**src/rtl/carry_save_adder.sv**
```systemverilog
// Registered 3:2 carry-save compressor with resolved three-operand total.
// Carry vector is left unshifted; bit i of carry carries weight 2^(i+1).
module carry_save_adder #(
   parameter int WIDTH = 13
) (
   input  logic             clk,
   input  logic             rst_n,
   input  logic             in_valid,
   input  logic [WIDTH-1:0] a,
   input  logic [WIDTH-1:0] b,
   input  logic [WIDTH-1:0] c,
   output logic             out_valid,
   output logic [WIDTH-1:0] sum,
   output logic [WIDTH-1:0] carry,
   output logic [WIDTH+1:0] total
);

   logic [WIDTH-1:0] fa_s;
   logic [WIDTH-1:0] fa_k;
   logic [WIDTH+1:0] fa_t;

   // Bank of independent full adders, one per bit position.
   for (genvar i = 0; i < WIDTH; i++) begin : g_fa
      assign fa_s[i] = a[i] ^ b[i] ^ c[i];
      assign fa_k[i] = (a[i] & b[i])
                     | (a[i] & c[i])
                     | (b[i] & c[i]);
   end

   // Resolve sum + (carry << 1); WIDTH+2 bits cannot overflow.
   always_comb begin
      fa_t = {2'b00, fa_s} + {1'b0, fa_k, 1'b0};
   end

   // Single output register stage; reset wins, idle cycles hold data.
   always_ff @(posedge clk) begin
      if (!rst_n) begin
         out_valid <= 1'b0;
         sum       <= '0;
         carry     <= '0;
         total     <= '0;
      end else if (in_valid) begin
         out_valid <= 1'b1;
         sum       <= fa_s;
         carry     <= fa_k;
         total     <= fa_t;
      end else begin
         out_valid <= 1'b0;
      end
   end

endmodule

```
**config.mk**
```make
export PLATFORM = sky130hd
export DESIGN_NAME = carry_save_adder
export DESIGN_NICKNAME = d
export VERILOG_FILES = /design/src/rtl/carry_save_adder.sv
export SDC_FILE = /design/constraint.sdc
export NUM_CORES = 1
export LEC_CHECK = 0
export CAP_MARGIN = 15
export CORE_AREA = 2 2 74 76
export CTS_CLUSTER_SIZE = 12
export DETAILED_ROUTE_END_ITERATION = 8
export DIE_AREA = 0 0 76 78
export PLACE_DENSITY = 0.9
export SLEW_MARGIN = 20
export SYNTH_ARGS = -nofsm -noshare
export SYNTH_HDL_FRONTEND = slang
export SYNTH_SLANG_ARGS = --single-unit
```
**constraint.sdc**
```tcl
create_clock -name clk -period 4.5 [get_ports clk]
set_input_delay 0.9 -clock clk [delete_from_list [all_inputs] [get_ports clk]]
set_output_delay 0.9 -clock clk [all_outputs]
set_load 0.02 [all_outputs]
```
# ---- After elaboration in Yosys (flattened, before gate mapping)
# Index checks and enable logic that the tools add are counted.
dict set report word_totals {
  output_inout_bits 42
  regBits 42
  elab_cells 97
}
dict set report classes {
  bitwise_logic 91
  muxes 1
  add_sub_neg 1
}
# cell count
set ops {}
lappend ops {{AND 1 bit} 39}
lappend ops {{bitwise OR 1 bit} 26}
lappend ops {{XOR 1 bit} 26}
lappend ops {{adder 13 x 14 -> 15 bit} 1}
lappend ops {{2-to-1 mux 1 bit} 1}

# ---- Depth between registers and ports, before layout
# Gate-level depths: netlist of run 1.
dict set report depth {
  ltp_word 4
  ltp_mapped 10
}

# ---- Least setup slack after synthesis of run 1
# OpenSTA, ideal clock, no wires.
dict set report synth_path {
  path_type {in2reg}
  startpoint {input port a[1]}
  endpoint {register total[11]}
  setup_ns 0.126
  slack_ns 1.598
  required_time_ns 4.374
  t_arrival_ns 2.776
  path_stages 8
  cell_sequence {fa_1 -> ha_1 -> fa_1 -> a21oi_1 -> o21ai_0 -> a211o_1 -> nand4b_1 -> o211ai_1}
}
dict set report synth_between {
  elab_chain_cells 4
  word_cells_on_any_way 7
}
# item line_no
set synth_rtl {}
lappend synth_rtl {{from (decl)} 9} ;# input logic [WIDTH-1:0] a,
lappend synth_rtl {{AND 1 bit (on tied branches)} {25, 26}}
lappend synth_rtl {{bitwise OR 1 bit} 26} ;# | (a[i] & c[i])
lappend synth_rtl {{bitwise OR 1 bit} 27} ;# | (b[i] & c[i]);
lappend synth_rtl {{adder 13 x 14 -> 15 bit (*)} 32} ;# fa_t = {2'b00, fa_s} + {1'b0, fa_k, 1'b0};
lappend synth_rtl {{to (signal assigned)} 46} ;# total <= fa_t;
lappend synth_rtl {{to (decl)} 15} ;# output logic [WIDTH+1:0] total
# Every way passes the cells marked *; elsewhere a longest branch is shown, timed or not.
# A chain may end at the register's enable or synchronous reset.

# ---- Worst setup path after layout of run 1
dict set report layout_path {
  startpoint {input port a[1]}
  endpoint {register total[11]}
}
dict set report layout_between {
  word_cells_on_any_way 7
}
# item line_no
set layout_lines {}
lappend layout_lines {{XOR 1 bit (2 in series)} 24} ;# assign fa_s[i] = a[i] ^ b[i] ^ c[i];
lappend layout_lines {{via fa_s[1]} 18} ;# logic [WIDTH-1:0] fa_s;
lappend layout_lines {{adder 13 x 14 -> 15 bit} 32}
# The timed path passes the listed nets, and every way through them passes these cells.

==> out/results.ini, run 1 <==
[cts]
cts_made_buffers = 5
cts_tree = yes
cts_buffer_depth = 2
clk_latency_ps = 290
post_cts_resized = 0
postCtsHoldBufs = 0
clk_pin_slew_ps = 70
cts_setup_buffers = 0
cts_htree_levels = 2
root_buffer = clkbuf_8
cts.sinks = 41

[die]
die_h_um = 78
io_pins = 84
die-area_um2 = 5930
core_um2 = 5040
row_count = 26
start_util_pct = 48.0
die_w_um = 76

[global_routing]
track_usage_pct = 20.8
grt_pass1_vias = 2152
grt-ovfl-total = 0
grt_max_degree = 42
antenna_found_initial = 0
grt_pass1_wl_mm = 9.97

[timing]
slew_viol_final = 0
rsz0062_at_grt = no
tns_ps = 0
fmax_mhz = 300
period_minus_slack_ps = 3330
finalCritPeriodShare_pct = 74.1
finalHoldViolCount = 0
slew_headroom_pct = 47.1
setup_viol = 0
tightest_slew_ps = 794
fin_skew_ps = 0

[worst_setup_path]
cp_common_cell = fa_1
criticalPathCategory = input port to flip-flop
crit_buf_inv = 1
crit_slowest_cell = fa_1
cp_data_arrival_time_ps = 3510
rrSetupSlack_ps = 3450
crit_path_cell_trace = clkdlybuf4s50_1 -> fa_1 -> ha_1 -> fa_1 -> a21oi_1 -> o21ai_0 -> a211o_1 -> nand4b_1 -> o211ai_1
max_stage_delay_ps = 530
start_kind = input port
critPathTopFamily = adder cells
endpoint_kind = flip-flop
critPathMaxFanout = 3
cp_data_required_time_ps = 4680

[synthesis]
yosysSeqAreaShare_pct = 33.9
yosys.area.top_type_share_pct = 33.9
synth_top_cells_by_count = dfxtp_1, inv_1, nand2_1
yosysUniqueCellTypes = 40
yosysWarnings = 0
ys_ff_latch = 41
synth_top_flop_cell = dfxtp_1
yosysMostFrequentCell = dfxtp_1
synthArstFlopShare_pct = 0
synth_area_per_cell_um2 = 9.27
synth_area_leaders = dfxtp_1, fa_1, mux2i_1
synth_top_cell_by_area = dfxtp_1
syn-instance-count = 261
synth_edf_count = 0
synthesis.area_um2 = 2420
syn_nets = 329

[status]
outcome = finished clean

[route]
first_pass_iters = 4
routed_wl_mm = 5.74
drtAntennaViolNets = 0
drc = 0
via_count = 2091
vias_per_cell = 5.10
wl_per_cell_um = 14.0
drt-initial-drc-count = 88

[cells_and_area]
fin_cells = 410
finalInstanceArea_um2 = 3370
diodes = 0
multi_input_area_um2 = 1400
seq_area_um2 = 821
synthToLayoutAreaGrowth_pct = 39.5
drive_gt1_share_pct = 3.82
layout.nets = 408
fillCellCount = 416

[placement]
hpwl_mm = 4.36
io_buffer_count = 83
routabilityCongestion = 0.795
placed_cell_area_um2 = 3290
dp.cells = 403

[power_and_ir_drop]
p_per_area_nw_per_um2 = 331
p_int_uw = 742
clockPowerShare_pct = 21.7
power_switching_uw = 376
seq_power_share_pct = 38.1
p_leak_nw = 1.56
netSwitchingFraction_pct = 33.6
ir_drop_uv = 201
power.share.combinational_pct = 40.2

[flow_run]
maxCapViolCount = 0

[min_path]
hp-class = flip-flop to flip-flop

[metrics by stage]
stage	util (%)	hold WS, ps	setup WS (ps)	power, mW
after floorplan	-	531	1600	0.708
after global placement	65.2	444	1020	0.866
after detailed placement	65.2	447	867	0.883
after CTS	66.9	468	1160	1.13
after global routing	66.9	485	1010	1.19
final	66.9	469	1170	1.12
[cell usage in the layout (no fill, tap or decap), drive strengths merged, types with 3 or more instances in the layout]
cell,count
clkdlybuf4s50,82
dfxtp,41
inv,37
nand2,25
nor2b,18
mux2i,17
o211a,14
fa,14
a21oi,12
ha,12
o21ai,9
nand3,7
clkbuf,7
nor2,6
o21a,3
o21bai,3
nand3b,3
o211ai,3
xor2,3
xnor2,3
a211oi,3
buf,3
[worst register-to-register path, cell delays in order (launching register included)]
cell and delay [ps]:
dfxtp_1 340, o21ai_0 80, a311o_1 340, a211oi_1 200
[metal layers]
layer	wire length, um	up-vias	GRT usage (%)	part of all wire [%]
met3	326	11	5.81	5.7
met1	2260	981	23.0	39
met5	0	-	0	0
li1	-	1030	-	-
met4	115	0	6.73	2.0
met2	3040	69	38.8	53
[registers in the layout, summed over array words and instances, names as in the netlist]
signal and cells:
total 14, carry 13, sum 13, out_valid 1
[logic make-up after synthesis]
kind of cell	synth area share (%)
XOR/XNOR	2.17
flip-flops	33.9
multiplexers	7.50
adder cells (fa/ha/maj)	17.8
AO/OA/AOI/OAI	16.3
AND/OR/NAND/NOR	14.1
buffers and inverters	8.22
[power groups by stage]
stage / logic (mW) / registers [mW] / clock network, mW
floorplan: 0.226 / 0.482 / 0
global placement: 0.435 / 0.432 / 0
detailed placement: 0.449 / 0.433 / 0
CTS: 0.453 / 0.426 / 0.249
global route: 0.494 / 0.430 / 0.263
finish: 0.450 / 0.426 / 0.243
[final cells by class]
| class | count | share of cell area (%) |
|---|---|---|
| Timing Repair Buffer | 85 | 24.9 |
| Multi-Input combinational cell | 170 | 41.5 |
| Sequential cell | 41 | 24.3 |
| Inverter | 37 | 4.12 |
| Tap cell | 70 | 2.60 |
| Clock buffer | 7 | 2.56 |
[worst paths after layout]
kind,endpoint,cells after the start,startpoint
worst max-delay path,total[11],9,a[1]
worst min register to register,carry[12],1,carry[12]
worst min-delay path,carry[12],1,carry[12]
worst max register to register,total[9],3,total[9]
No activity file was read; power rests on OpenSTA's default activity.
==> inputs of run 2 (changes only) <==
- CORE_AREA: 2 2 74 76 -> 2 2 80 82
- DIE_AREA: 0 0 76 78 -> 0 0 82 84
- PLACE_DENSITY: 0.9 -> 0.82
- clock period: 4.5 -> 2.8 ns (I/O delays scaled with it)
==> out/results.ini, run 2 (same netlist as run 1, synthesis figures left out) <==
[placement]
hpwl_mm = 4.52
io_buffer_count = 83
placed_cell_area_um2 = 3440
routabilityCongestion = 0.872
pre_cts_ws_ps = -353

[global_routing]
antenna_found_initial = 0
grt_pass1_vias = 2269
grt_max_degree = 32
grt-ovfl-total = 0
track_usage_pct = 17.5
grt_pass1_wl_mm = 9.65

[cells_and_area]
utilization_pct = 60.2
diodes = 0
drive_gt1_share_pct = 15.4
top_regs = total: 14 flops, carry: 13 flops, sum: 13 flops
final_cell_mix = clkdlybuf4s50_1, dfxtp_1, inv_1
layout.nets = 431
largest_reg_flops = 14
final_common_cell = clkdlybuf4s50_1
finalInstanceArea_um2 = 3670
synthToLayoutAreaGrowth_pct = 51.7
regMostFlops = total

[die]
die_h_um = 84
core_um2 = 6100
die-area_um2 = 6890
io_pins = 84
start_util_pct = 39.7
row_count = 29
die_w_um = 82

[timing]
finalWorstSetupSlack_ps = 65.6
tightest_slew_ps = 416
fin_skew_ps = 0
slew_viol_final = 0
finalCritPeriodShare_pct = 97.7
slew_headroom_pct = 72.3
finalHoldViolCount = 0
period_minus_slack_ps = 2730
setup_viol = 0
fmax_mhz = 366
rsz0062_at_grt = yes
tns_ps = 0

[route]
wl_met2_mm = 3.15
wl_met3_um = 324
routed_wl_mm = 5.86
via_count = 2150
drtAntennaViolNets = 0
drt-initial-drc-count = 55
drc = 0
met1Wirelength_mm = 2.35
highest_layer = met4
vias_per_cell = 4.88
wl_per_cell_um = 13.3
first_pass_iters = 4

[worst_setup_path]
endpoint_kind = flip-flop
max_stage_delay_ps = 580
rr_worst_depth = 3
crit_slowest_cell = fa_1
cp_common_cell = inv_1
start_kind = input port
criticalPathCategory = input port to flip-flop
cp_data_required_time_ps = 3030
crit_path_cell_trace = clkdlybuf4s50_1 -> inv_1 -> fa_1 -> inv_1 -> ha_1 -> nand2_2 -> a211oi_4 -> o21bai_1 -> or3_1 -> nand3_1
crit_buf_inv = 3
cp_data_arrival_time_ps = 2960
critPathTopFamily = adder cells
cp.depth = 10
critPathMaxFanout = 4

[cts]
clk_pin_slew_ps = 80
cts_tree = yes
cts_htree_levels = 2
cts_buffer_depth = 2
clk_latency_ps = 290
cts.sinks = 41
cts_made_buffers = 5
postCtsHoldBufs = 0
root_buffer = clkbuf_8

[status]
outcome = finished clean

[power_and_ir_drop]
power_mw = 1.96
p_per_area_nw_per_um2 = 534
p_leak_nw = 1.73
ir_drop_uv = 315

[min_path]
hold_path_depth = 2
hp-class = flip-flop to flip-flop

[flow_run]
maxCapViolCount = 0

## run 2: per-layer routing
| metal | global-route usage [%] | vias to the layer above |
|---|---|---|
| li1 | - | 1072 |
| met1 | 19.1 | 1031 |
| met2 | 32.7 | 45 |
| met3 | 4.55 | 2 |
| met4 | 3.64 | 0 |
| met5 | 0 | - |
## run 2: path summary, 6_finish.rpt
check | slack, ps | startpoint | end
worst max register to register | 1810 | total[9] | total[9]
worst max-delay path | 70 | a[4] | total[10]
worst min register to register | 480 | total[7] | total[7]
worst min-delay path | 480 | total[7] | total[7]
## run 2: per-stage QoR
stage	cells	hold slack (ps)
4_1_cts	437	483
3_5_place_dp	429	450
2_1_floorplan	261	531
6_report	441	481
3_3_place_gp	429	462
5_1_grt	441	504
## run 2: what timing repair did
| item | 4_1_cts | 5_1_grt |
|---|---|---|
| gates resized for setup | 3 | 23 |
| hold endpoints to repair | 0 | 0 |
| pin swaps | 3 | 14 |
| setup buffers | 0 | 4 |
| endpoints found under the setup margin | 4 | 8 |
## run 2: cell type report
cell class | instances | area (um^2)
Timing Repair Buffer | 108 | 1030
Clock buffer | 7 | 96.3
Sequential cell | 41 | 821
Clock inverter | 1 | 5.00
Fill cell | 523 | 2420
Multi-Input combinational cell | 170 | 1490
Tap cell | 77 | 96.3
Inverter | 37 | 139
## run 2: tightest hold or removal path, stage by stage, from the launching register on
cell	delay, ps
dfxtp_1	330
nand2_1	50
o21ai_0	60
## run 2: power breakdown
| group | switching, mW | internal (mW) |
|---|---|---|
| sequential | 0.0351 | 0.649 |
| clock | 0.195 | 0.223 |
| combinational | 0.419 | 0.440 |
| total | 0.649 | 1.31 |
